### src/rtl/brownout_ctrl_if.sv
// Comparator-side signal bundle for brownout_ctrl; master = power-management/comparator side, slave = controller.
// With BROWNOUT_STICKY_EN defined the bundle also carries stky_clr / brout_stky.
interface brownout_ctrl_if;
  logic en;
  logic cmp_out;
  logic ibias_ena;
  logic cmp_ena;
  logic cmp_rdy;
  logic brout;
  logic brout_raw;
`ifdef BROWNOUT_STICKY_EN
  logic stky_clr;
  logic brout_stky;

  modport master (
    output en, cmp_out, stky_clr,
    input  ibias_ena, cmp_ena, cmp_rdy, brout, brout_raw, brout_stky
  );
  modport slave (
    input  en, cmp_out, stky_clr,
    output ibias_ena, cmp_ena, cmp_rdy, brout, brout_raw, brout_stky
  );
`else
  modport master (
    output en, cmp_out,
    input  ibias_ena, cmp_ena, cmp_rdy, brout, brout_raw
  );
  modport slave (
    input  en, cmp_out,
    output ibias_ena, cmp_ena, cmp_rdy, brout, brout_raw
  );
`endif
endinterface

### src/rtl/brownout_ctrl.sv
// Brownout comparator controller: power-up sequencing, 2-flop sync, asymmetric debounce; assert after 1+ASSERT_CNT edges.
// Optional sticky brownout latch (brout_stky, cleared by stky_clr) when BROWNOUT_STICKY_EN is defined.
module brownout_ctrl #(
  parameter int SETTLE_CYCLES = 16,
  parameter int ASSERT_CNT    = 4,
  parameter int DEASSERT_CNT  = 64,
  parameter int CNT_W         = 8
) (
  input logic            clk,
  input logic            rst_n,
  brownout_ctrl_if.slave bus
);

  localparam logic [CNT_W-1:0] SETTLE_LAST   = CNT_W'(SETTLE_CYCLES - 1);
  localparam logic [CNT_W-1:0] ASSERT_LAST   = CNT_W'(ASSERT_CNT - 1);
  localparam logic [CNT_W-1:0] DEASSERT_LAST = CNT_W'(DEASSERT_CNT - 1);

  typedef enum logic [2:0] {
    OFF     = 3'd0,
    BIAS    = 3'd1,
    SETTLE  = 3'd2,
    MONITOR = 3'd3,
    TRIPPED = 3'd4
  } state_t;

  state_t           state, state_nxt;
  logic [CNT_W-1:0] cnt, cnt_nxt;
  logic             sync1, sync2;

  always_ff @(posedge clk) begin
    if (!rst_n) begin
      sync1 <= 1'b0;
      sync2 <= 1'b0;
    end else begin
      sync1 <= bus.cmp_out;
      sync2 <= sync1;
    end
  end

  always_ff @(posedge clk) begin
    if (!rst_n) begin
      state <= OFF;
      cnt   <= '0;
    end else begin
      state <= state_nxt;
      cnt   <= cnt_nxt;
    end
  end

  // Disable overrides everything, including a trip that would land on the same edge.
  always_comb begin
    state_nxt = state;
    cnt_nxt   = cnt;
    if (!bus.en) begin
      state_nxt = OFF;
      cnt_nxt   = '0;
    end else begin
      case (state)
        OFF: begin
          state_nxt = BIAS;
          cnt_nxt   = '0;
        end
        BIAS: begin
          state_nxt = SETTLE;
          cnt_nxt   = '0;
        end
        SETTLE: begin
          if (cnt == SETTLE_LAST) begin
            state_nxt = MONITOR;
            cnt_nxt   = '0;
          end else begin
            cnt_nxt = cnt + 1'b1;
          end
        end
        MONITOR: begin
          if (!sync2) begin
            cnt_nxt = '0;
          end else if (cnt == ASSERT_LAST) begin
            state_nxt = TRIPPED;
            cnt_nxt   = '0;
          end else begin
            cnt_nxt = cnt + 1'b1;
          end
        end
        TRIPPED: begin
          if (sync2) begin
            cnt_nxt = '0;
          end else if (cnt == DEASSERT_LAST) begin
            state_nxt = MONITOR;
            cnt_nxt   = '0;
          end else begin
            cnt_nxt = cnt + 1'b1;
          end
        end
        default: begin
          state_nxt = OFF;
          cnt_nxt   = '0;
        end
      endcase
    end
  end

  logic ibias_ena, cmp_ena, cmp_rdy, brout;

  always_comb begin
    ibias_ena = 1'b0;
    cmp_ena   = 1'b0;
    cmp_rdy   = 1'b0;
    brout     = 1'b0;
    case (state)
      BIAS: begin
        ibias_ena = 1'b1;
      end
      SETTLE: begin
        ibias_ena = 1'b1;
        cmp_ena   = 1'b1;
      end
      MONITOR: begin
        ibias_ena = 1'b1;
        cmp_ena   = 1'b1;
        cmp_rdy   = 1'b1;
      end
      TRIPPED: begin
        ibias_ena = 1'b1;
        cmp_ena   = 1'b1;
        cmp_rdy   = 1'b1;
        brout     = 1'b1;
      end
      default: begin
        ibias_ena = 1'b0;
      end
    endcase
  end

  assign bus.ibias_ena = ibias_ena;
  assign bus.cmp_ena   = cmp_ena;
  assign bus.cmp_rdy   = cmp_rdy;
  assign bus.brout     = brout;
  assign bus.brout_raw = sync2;

`ifdef BROWNOUT_STICKY_EN
  logic stky;
  logic brout_rise;

  // A rise on the coming edge beats a simultaneous clear request.
  assign brout_rise = (state_nxt == TRIPPED) && (state != TRIPPED);

  always_ff @(posedge clk) begin
    if (!rst_n) begin
      stky <= 1'b0;
    end else if (brout_rise) begin
      stky <= 1'b1;
    end else if (bus.stky_clr) begin
      stky <= 1'b0;
    end
  end

  assign bus.brout_stky = stky;
`endif

endmodule

### src/flat_wrapper.sv
// flat-port wrapper written by rule: the top's interface ports become plain ports
module brownout_ctrl_flat 
#(
  parameter int SETTLE_CYCLES = 16,
  parameter int ASSERT_CNT    = 4,
  parameter int DEASSERT_CNT  = 64,
  parameter int CNT_W         = 8
)
  (clk, rst_n, bus_en, bus_cmp_out, bus_ibias_ena, bus_cmp_ena, bus_cmp_rdy, bus_brout, bus_brout_raw);
  brownout_ctrl_if bus_i ();
  input logic clk;
  input logic rst_n;
  input wire logic [$bits(bus_i.en)-1:0] bus_en;
  input wire logic [$bits(bus_i.cmp_out)-1:0] bus_cmp_out;
  output wire logic [$bits(bus_i.ibias_ena)-1:0] bus_ibias_ena;
  output wire logic [$bits(bus_i.cmp_ena)-1:0] bus_cmp_ena;
  output wire logic [$bits(bus_i.cmp_rdy)-1:0] bus_cmp_rdy;
  output wire logic [$bits(bus_i.brout)-1:0] bus_brout;
  output wire logic [$bits(bus_i.brout_raw)-1:0] bus_brout_raw;
  assign bus_i.en = bus_en;
  assign bus_i.cmp_out = bus_cmp_out;
  assign bus_ibias_ena = bus_i.ibias_ena;
  assign bus_cmp_ena = bus_i.cmp_ena;
  assign bus_cmp_rdy = bus_i.cmp_rdy;
  assign bus_brout = bus_i.brout;
  assign bus_brout_raw = bus_i.brout_raw;
  brownout_ctrl #(.SETTLE_CYCLES(SETTLE_CYCLES), .ASSERT_CNT(ASSERT_CNT), .DEASSERT_CNT(DEASSERT_CNT), .CNT_W(CNT_W)) u_core (.clk(clk), .rst_n(rst_n), .bus(bus_i));
endmodule
### config.mk
export PLATFORM = sky130hd
export DESIGN_NAME = brownout_ctrl_flat
export DESIGN_NICKNAME = d
export VERILOG_FILES = /design/src/rtl/brownout_ctrl_if.sv /design/src/rtl/brownout_ctrl.sv /design/src/flat_wrapper.sv
export SDC_FILE = /design/constraint.sdc
export NUM_CORES = 1
export LEC_CHECK = 0
export ABC_AREA = 0
export ABC_CLOCK_PERIOD_IN_PS = 2300
export CAP_MARGIN = 30
export CELL_PAD_IN_SITES_DETAIL_PLACEMENT = 1
export CELL_PAD_IN_SITES_GLOBAL_PLACEMENT = 1
export CORE_MARGIN = 1.5
export CORE_UTILIZATION = 42
export CTS_BUF_LIST = sky130_fd_sc_hd__clkbuf_4 sky130_fd_sc_hd__clkbuf_8
export CTS_CLUSTER_DIAMETER = 50
export DETAILED_ROUTE_END_ITERATION = 10
export PLACE_DENSITY = 0.81
export SLEW_MARGIN = 20
export SYNTH_ARGS = -nofsm -noshare
export SYNTH_HDL_FRONTEND = slang
export SYNTH_SLANG_ARGS = --single-unit
### constraint.sdc
create_clock -name clk -period 2.3 [get_ports clk]
set_input_delay 0.46 -clock clk [delete_from_list [all_inputs] [get_ports clk]]
set_output_delay 0.46 -clock clk [all_outputs]
set_load 0.005 [all_outputs]
## Yosys cells after proc, flatten, opt, wreduce, memory -nomap -nowiden

Cells that the tools add are included.
Widths: inputs -> output; s select.

| word-level totals | value |
|---|---|
| flip-flop bits (word level) | 13 |
| logic and storage cells | 39 |
| input bits | 4 |

| operators by class | value |
|---|---|
| mux-type cells | 16 |
| equality and inequality tests | 12 |
| add/subtract/negate cells | 1 |
| reduce and logical (&&, ||, !) cells | 6 |

Operators with widths:

| cell | number |
|---|---|
| $mux 8 | 5 |
| $pmux 8 s3 | 1 |
| $mux 3 | 5 |
| $pmux 3 s5 | 1 |
| $add 8x1->8 const B | 1 |
| $eq 8x2->1 const B | 1 |
| $eq 8x4->1 const B | 1 |
| $eq 8x6->1 const B | 1 |
| $ne 2x1->1 const B | 4 |
| $eq 3x2->1 const B | 2 |
| $reduce_and 5->1 | 1 |
| $mux 1 | 4 |
| $reduce_or 4->1 | 1 |
| $eq 3x1->1 const B | 1 |
| $eq 3x3->1 const B | 1 |
| $logic_not 3->1 | 1 |
| $reduce_or 3->1 | 1 |
| $ne 2x2->1 const B | 1 |
| $reduce_and 2->1 | 1 |
| $reduce_or 2->1 | 1 |

## Logic depth before layout (Yosys ltp)

Gate-level depths: netlist of the first run.

| logic depth | value |
|---|---|
| depth in word-level cells | 4 |
| mapped depth | 6 |
| gate-level depth less buffers | 5 |

## Least setup slack after synthesis of the first run

Ideal clock, no wire load.

| timing path | value |
|---|---|
| kind | reg-to-reg |
| start point | reg u_core.cnt[0] |
| end point | reg u_core.state[1] |
| cell stages (with the launch flop) | 7 |
| data arrival time | 1.596 ns |
| setup time | 0.084 ns |
| path slack | 0.619 ns |
| cells stage by stage | dfxtp_1 -> ha_1 -> and3_1 -> buf_2 -> a21oi_2 -> or4_4 -> o31ai_2 |

| on the way | value |
|---|---|
| cells in the longest elaborated chain, start to end | 3 |
| elaborated cells between the ends (all ways) | 7 |
| classes of those cells | eq/ne (6); reduce/logical (1) |

RTL lines:

| element | RTL line | text |
|---|---|---|
| from (decl) | brownout_ctrl.sv:27 | `logic [CNT_W-1:0] cnt, cnt_nxt;` |
| from (signal assigned) | brownout_ctrl.sv:46 | `cnt <= cnt_nxt;` |
| $eq 8x6->1 (tied with other cells) | brownout_ctrl.sv:88 | `end else if (cnt == DEASSERT_LAST) begin` |
| $ne 2x1->1 (no line) | - |  |
| $reduce_and 5->1 (no line) * | - |  |
| to (signal assigned) | brownout_ctrl.sv:45 | `state <= state_nxt;` |
| to (decl) | brownout_ctrl.sv:26 | `state_t state, state_nxt;` |

Every way passes the cells marked *; elsewhere a longest branch is shown, timed or not.
A chain may end at the register's enable or synchronous reset.

## Worst setup path after layout of the first run

| timing path | value |
|---|---|
| start point | reg u_core.state[0] |
| end point | out bus_cmp_rdy |

| on the way | value |
|---|---|
| cells in the longest elaborated chain, start to end | 3 |
| elaborated cells between the ends (all ways) | 4 |
| classes of those cells | eq/ne (2); mux (1); reduce/logical (1) |

RTL lines:

| element | RTL line | text |
|---|---|---|
| $eq 3x2->1 / $eq 3x3->1 (equally long branches) | brownout_ctrl.sv:110 | `case (state)` |
| $reduce_or 2->1 (no line) * | - |  |
| $mux 1 * | brownout_ctrl.sv:110 |  |
| to (decl) | flat_wrapper.sv:17 | `output wire logic [$bits(bus_i.cmp_rdy)-1:0] bus_cmp_rdy;` |

Marked as above.

==> flow_summary.yaml, run 1 <==
run_status:
  status: "completed"
yosys:
  yosysTopAreaCellShare: 0.377
  yosysMostFrequentCell: "dfxtp_1"
  syn_area_sq_um: 691
  synth_edf_count: 0
  synthAdderAreaFrac: 0.0181
  async_flop_share: 0
  synth-xor-area-share: 0.0888
  synthSimpleGateAreaFrac: 0.292
  synth_mux_area_frac: 0.0435
  syn-num-nets: 82
  synth_top_family_by_area: "simple AND/OR/NAND/NOR gates"
  synth_compound_area_frac: 0.138
  ys_seq_area_frac: 0.377
  synth_cells: 77
  synth_ff_type: "dfxtp_1"
  yosysTopAreaCell: "dfxtp_1"
  synth-seq-cells: 13
  synth_top_cells_by_count: "dfxtp_1, nor2_1, nand2_1"
  synth.distinct_cells: 30
  synth_area_leaders: "dfxtp_1, nor2_1, xor2_1, and2_1, mux2i_1"
  synth_warnings: 0
  syn_area_per_cell_sq_um: 8.97
sta:
  clock_skew_ns: 0.000554
  slew-limit-headroom: 0.606
  grt_setup_unrepaired: "false"
  slew_viol_final: 0
  hold_violations: 0
  fin_setup_tns_ns: 0
  min_period_ns: 2.23
  setup_viol: 0
  tightest_slew_ns: 0.591
  whs_ns: 0.439
  max_freq_mhz: 449
  post-route-period-util: 0.968
grt:
  antenna_found_initial: 0
  grt_overflow: 0
  grt_pass1_vias: 602
  grt_pass1_wl_um: 2590
  grt_max_degree: 9
  grt_usage: 0.185
clocking:
  ctsHoldBuffers: 0
  htree_num_levels: 1
  clock_sinks: 13
  cts_max_path_buffers: 2
  clk_latency_ns: 0.27
  clk_pin_slew_ns: 0.08
  cts_root_buf: "clkbuf_4"
  cts_tree: "yes"
  numCtsBuffers: 3
min_path:
  worst_hold_path_type: "reg2reg"
detailed_routing:
  drtAntennaViolNets: 0
  drt_iter0_drc: 6
  dr.pass1.iters: 3
  vias: 577
  route.detailed.drc: 0
  wl_per_cell_um: 14.0
  routed_via_density: 5.50
  finalWirelength_um: 1470
run:
  cap_violations: 0
power_and_ir_drop:
  leakage_nw: 0.322
  power_w: 0.000406
  ir_drop_v: 0.000335
  power_density_nw_per_um2: 486
worst_setup_path:
  cp_data_arrival_time_ns: 1.77
  end_kind: "output port"
  path_cells: "or3b_4 -> buf_4 -> nand2_1 -> clkdlybuf4s50_1"
  worst-path-buf-inv: 2
  critical_path_class: "reg2out"
  cp_slowest_cell: "clkdlybuf4s50_1"
  critPathMaxStageDelay_ns: 0.50
  required_ns: 1.84
  cp-start-kind: "flip-flop"
  cp_max_fo: 7
  critPathTopFamily: "buffers and inverters"
die:
  rows: 14
  core_area_sq_um: 1520
  initial_core_util: 0.453
  pin_count: 9
  die_area_sq_um: 1900
  die_w_um: 43.6
  fp.dieH_um: 43.6
place:
  dp_hpwl_um: 1120
  placed_area_sq_um: 791
  place.gp.congestion: 0.804
  io_buffers: 8
final_layout:
  n_antenna_cell: 0
  nets: 95
  final_area_sq_um: 835
  area.growth.synth_to_final_pct: 20.8
  ff_latch_area_sq_um: 267
  multi_input_area_sq_um: 403
  finalCoreUtilization: 0.548
  fill_cells: 192
  drive_above_1_share: 0.202
worst paths after layout:
kind,start,to,slack (ns),depth (start not counted)
worst min-delay path,u_core.sync1,u_core.bus.brout_raw,0.44,1
worst max-delay path,u_core.state[0],bus_cmp_rdy,0.07,4
worst min register to register,u_core.sync1,u_core.bus.brout_raw,0.44,1
worst max register to register,u_core.cnt[0],u_core.cnt[3],0.39,5
layout make-up:
cell class	instances	share of cell area
Multi-Input combinational cell	57	0.483
Sequential cell	13	0.319
Inverter	4	0.0180
Clock buffer	3	0.0270
Clock inverter	1	0.00600
Timing Repair Buffer	11	0.123
Tap cell	16	0.0240
worst reg2reg max path, stage by stage, from the launching register on:
cell and delay, ns:
dfxtp_1 0.35, ha_1 0.20, nor3b_1 0.37, a211oi_1 0.19, o311ai_2 0.58, nor2_1 0.10
sequential cells by signal, summed over array words and instances (netlist names):
register / flops
u_core.cnt: 8
u_core.state: 3
u_core.bus.brout_raw: 1
u_core.sync1: 1
layer usage:
metal	vias to the layer above	wire length (um)	share of wire	global-route usage
met5	-	0	0	0
met4	0	11	0.0075	0.0788
met3	2	49	0.033	0.0750
met2	8	793	0.54	0.312
met1	279	613	0.42	0.204
li1	288	-	-	-
cells in the final DEF (no fill, tap or decap), drive strengths merged, types with 2 or more instances in the layout:
| cell type | Yosys | routed |
|---|---|---|
| dfxtp | 13 | 13 |
| nor2 | 10 | 10 |
| clkdlybuf4s50 | 0 | 8 |
| nand2 | 6 | 6 |
| and2 | 5 | 5 |
| inv | 4 | 4 |
| xor2 | 4 | 4 |
| xnor2 | 3 | 3 |
| nand3 | 3 | 3 |
| mux2i | 3 | 3 |
| clkbuf | 0 | 3 |
| buf | 3 | 3 |
| a21oi | 3 | 3 |
| o21ai | 2 | 2 |
| and3 | 2 | 2 |
| or3b | 2 | 2 |
what timing repair did:
item,4_1_cts,5_1_grt
endpoints found under the setup margin,1,3
resized for setup,1,4
setup buffers,0,1
where the power goes:
part	internal (W)	switching (W)
Sequential	0.000228	0.00000465
Clock	0.0000645	0.0000747
Combinational	0.0000201	0.0000137
Total	0.000312	0.0000930
stage by stage:
stage	instances	worst slack (ns)
floorplan	77	0.619
global placement	100	0.342
detailed placement	100	0.284
CTS	104	0.0306
global route	105	0.00389
finish	105	0.0733
kinds of logic (layout without fill, tap and decap cells):
group / count (synthesis) / in the layout
mux: 3 / 3
buf+inv: 7 / 19
xor+xnor: 7 / 7
fa+ha+maj: 1 / 1
compound gates: 11 / 11
simple gates: 35 / 35
flops: 13 / 13
(Power assumes the default switching activity.)
==> inputs of run 2 (changes only) <==
Settings changed: ABC_AREA 0 to not set, PLACE_DENSITY 0.81 to 0.8.
==> flow_summary.yaml, run 2 (same netlist as run 1, synthesis figures left out) <==
sta:
  slew_viol_final: 0
  clock_skew_ns: 0.00329
  post-route-period-util: 0.965
  hold_violations: 0
  slew-limit-headroom: 0.613
  min_period_ns: 2.22
  setup_viol: 0
  setup_slack_ns: 0.0813
  tightest_slew_ns: 0.580
  grt_setup_unrepaired: "false"
  fin_setup_tns_ns: 0
  max_freq_mhz: 451
place:
  dp_cells: 100
  dp_hpwl_um: 1110
  io_buffers: 8
  placed_area_sq_um: 791
  place_ws_ns: 0.291
  place.gp.congestion: 0.821
die:
  pin_count: 9
  core_area_sq_um: 1520
  rows: 14
  initial_core_util: 0.453
  die_w_um: 43.6
  die_area_sq_um: 1900
  fp.dieH_um: 43.6
clocking:
  clk_latency_ns: 0.28
  clock_sinks: 13
  cts_root_buf: "clkbuf_4"
  ctsHoldBuffers: 0
  cts_tree: "yes"
  cts_max_path_buffers: 2
  numCtsBuffers: 3
  htree_num_levels: 1
  clk_pin_slew_ns: 0.08
detailed_routing:
  wl_met3_um: 53
  wl_met2_um: 723
  wl_per_cell_um: 13.7
  dr.pass1.iters: 3
  wl_met1_um: 638
  routed_via_density: 5.44
  drtAntennaViolNets: 0
  drt_iter0_drc: 7
  route.detailed.drc: 0
  vias: 566
  highest_layer: "met4"
  finalWirelength_um: 1430
worst_setup_path:
  cp-start-kind: "flip-flop"
  critPathTopFamily: "buffers and inverters"
  critical_path_class: "reg2out"
  end_kind: "output port"
  cp_slowest_cell: "clkdlybuf4s50_1"
  cp_max_fo: 8
  path_cells: "or3b_1 -> buf_4 -> nand2_1 -> clkdlybuf4s50_1"
  critPathMaxStageDelay_ns: 0.50
  cp_data_arrival_time_ns: 1.76
  required_ns: 1.84
  worst-path-buf-inv: 2
run_status:
  status: "completed"
final_layout:
  nets: 94
  top_register: "u_core.cnt"
  mostFrequentLayoutCells: "nor2_1, dfxtp_1, clkdlybuf4s50_1"
  area.growth.synth_to_final_pct: 19.4
  final_cells: 104
  largest_register_ff_count: 8
  final_area_sq_um: 825
  top_regs: "u_core.cnt x8, u_core.state x3"
  n_antenna_cell: 0
  ff_latch_area_sq_um: 267
  multi_input_area_sq_um: 400
  drive_above_1_share: 0.182
  fill_cells: 181
grt:
  grt_pass1_wl_um: 2620
  grt_overflow: 0
  grt_max_degree: 9
  antenna_found_initial: 0
  grt_usage: 0.188
  grt_pass1_vias: 566
min_path:
  worst_hold_path_type: "reg2reg"
power_and_ir_drop:
  power_density_nw_per_um2: 491
  leakage_nw: 0.314
  ir_drop_v: 0.000337
  power_w: 0.000405
run:
  cap_violations: 0
==> run 2: final timing paths <==
kind	startpoint	to	slack (ns)	cells past startpoint
setup / recovery	u_core.state[2]	bus_cmp_rdy	0.08	4
hold / removal	u_core.sync1	u_core.bus.brout_raw	0.44	1
setup reg to reg	u_core.cnt[0]	u_core.state[1]	0.41	5
hold reg to reg	u_core.sync1	u_core.bus.brout_raw	0.44	1
==> run 2: power by group <==
| group | internal [W] | switching, W |
|---|---|---|
| Combinational | 0.0000200 | 0.0000140 |
| Sequential | 0.000228 | 0.00000441 |
| Clock | 0.0000645 | 0.0000745 |
| Total | 0.000312 | 0.0000928 |
==> run 2: cell type report <==
class | instances | share of cell area
multi-input combinational | 57 | 0.486
sequential | 13 | 0.323
timing repair buffer | 10 | 0.115
clock buffer | 3 | 0.0273
tap | 16 | 0.0243
inverter | 4 | 0.0182
clock inverter | 1 | 0.00607
==> run 2: what timing repair did <==
| item | CTS | global route |
|---|---|---|
| resized for setup | 1 | 3 |
| buffers inserted | 0 | 0 |
| endpoints found under the setup margin | 1 | 2 |
| pin swaps | 0 | 0 |
==> run 2: layer usage <==
layer,GRT usage,vias up
met2,0.306,8
met3,0.0750,2
li1,-,287
met5,0,-
met1,0.227,269
met4,0.0545,0
==> run 2: metrics by stage <==
stage	hold slack, ns	utilization
after global placement	0.416	0.519
final	0.439	0.541
after detailed placement	0.427	0.519
after CTS	0.447	0.538
after global routing	0.463	0.541
after floorplan	0.412	-
==> inputs of run 3 (changes only) <==
Settings changed: ABC_CLOCK_PERIOD_IN_PS 2300 to not set, CORE_UTILIZATION 42 to 39, CTS_BUF_LIST sky130_fd_sc_hd__clkbuf_4 sky130_fd_sc_hd__clkbuf_8 to sky130_fd_sc_hd__clkbuf_16, PLACE_DENSITY 0.8 to 0.75.
==> flow_summary.yaml, run 3 (same netlist as run 1, synthesis figures left out) <==
sta:
  post-route-period-util: 0.968
  slew_viol_final: 0
  fin_setup_tns_ns: 0
  max_freq_mhz: 449
  clock_skew_ns: 0.000973
  tightest_slew_ns: 0.538
  slew-limit-headroom: 0.641
  setup_viol: 0
  hold_violations: 0
  min_period_ns: 2.23
  grt_setup_unrepaired: "false"
worst_setup_path:
  critPathMaxStageDelay_ns: 0.50
  critical_path_class: "reg2out"
  rrSetupSlack_ns: 0.49
  worst-path-buf-inv: 2
  path_cells: "or3b_1 -> buf_4 -> nand2_1 -> clkdlybuf4s50_1"
  required_ns: 1.84
  cp_slowest_cell: "clkdlybuf4s50_1"
  r2r-end: "u_core.state[1]"
  cp_data_arrival_time_ns: 1.77
  reg2reg_depth: 5
  cp-start-kind: "flip-flop"
  critPathTopFamily: "buffers and inverters"
  reg2reg_from: "u_core.cnt[0]"
  end_kind: "output port"
  cp_max_fo: 8
detailed_routing:
  dr.pass1.iters: 1
  drt_iter0_drc: 0
  vias: 547
  routed_via_density: 5.26
  route.detailed.drc: 0
  wl_per_cell_um: 14.2
  finalWirelength_um: 1480
  drtAntennaViolNets: 0
final_layout:
  finalCoreUtilization: 0.514
  final_area_sq_um: 868
  top_register: "u_core.cnt"
  n_antenna_cell: 0
  top_regs: "u_core.cnt x8, u_core.state x3"
  final_cells: 104
  largest_register_ff_count: 8
  final_common_cell: "dfxtp_1"
  mostFrequentLayoutCells: "dfxtp_1, nor2_1, clkdlybuf4s50_1"
  drive_above_1_share: 0.149
  nets: 93
  area.growth.synth_to_final_pct: 25.7
die:
  die_w_um: 45.1
  die_area_sq_um: 2030
  pin_count: 9
  initial_core_util: 0.409
  rows: 15
  core_area_sq_um: 1690
  fp.dieH_um: 45.1
clocking:
  cts_root_buf: "clkbuf_16"
  clock_sinks: 13
  numCtsBuffers: 3
  cts_max_path_buffers: 2
  cts_tree: "yes"
  clk_latency_ns: 0.25
  clk_pin_slew_ns: 0.05
  ctsHoldBuffers: 0
  htree_num_levels: 1
min_path:
  hold_path_depth: 1
  hp-start: "u_core.sync1"
  worst_hold_path_type: "reg2reg"
  min_to: "u_core.bus.brout_raw"
place:
  io_buffers: 8
  dp_cells: 100
  place.gp.congestion: 0.777
  placed_area_sq_um: 785
  dp_hpwl_um: 1110
grt:
  grt_usage: 0.177
  grt_pass1_wl_um: 2390
  grt_overflow: 0
  grt_pass1_vias: 527
  antenna_found_initial: 0
  grt_max_degree: 9
power_and_ir_drop:
  ir_drop_v: 0.000450
  leakage_nw: 0.334
  power_density_nw_per_um2: 693
  power_w: 0.000601
run_status:
  status: "completed"
run:
  cap_violations: 0
==> run 3: worst max-delay path by stage <==
stage / start / to / slack (ns) / depth (start not counted)
final: u_core.state[2] / bus_cmp_rdy / 0.07 / 4
after global placement: u_core.state[2] / bus_cmp_ena / 0.31 / 3
after global routing: u_core.state[2] / bus_cmp_rdy / 0.02 / 4
after floorplan: u_core.cnt[0] / u_core.state[1] / 0.62 / 6
after CTS: u_core.state[2] / bus_cmp_ena / 0.04 / 3
after detailed placement: u_core.state[2] / bus_cmp_ena / 0.24 / 3
==> run 3: layout make-up <==
class | count | area, sq um
Tap cell | 17 | 21.3
Clock inverter | 1 | 3.75
Multi-Input combinational cell | 57 | 404
Sequential cell | 13 | 262
Timing Repair Buffer | 9 | 87.6
Clock buffer | 3 | 75.1
Fill cell | 196 | 821
Inverter | 4 | 15.0
==> run 3: metrics by stage <==
step | setup WS (ns) | hold WS, ns
2_1_floorplan | 0.619 | 0.412
3_3_place_gp | 0.313 | 0.424
3_5_place_dp | 0.239 | 0.429
4_1_cts | 0.0418 | 0.443
5_1_grt | 0.0231 | 0.478
6_report | 0.0746 | 0.437
==> run 3: repair_timing <==
item | CTS | global route
buffers inserted | 0 | 0
endpoints found under the setup margin | 1 | 1
gates resized for setup | 1 | 2
==> run 3: power by group <==
part / total, W / switching (W) / internal (W)
clock network: 0.000334 / 0.000104 / 0.000230
logic: 0.0000329 / 0.0000135 / 0.0000194
registers: 0.000235 / 0.00000491 / 0.000230
total: 0.000601 / 0.000122 / 0.000479
==> run 3: per-layer routing <==
layer  vias to the layer above  share of wire  global-route usage
met2                         9           0.46               0.257
met3                         5          0.030              0.0600
met1                       248           0.47               0.209
li1                        285              -                   -
met5                         -              0                   0
met4                         0          0.037               0.141
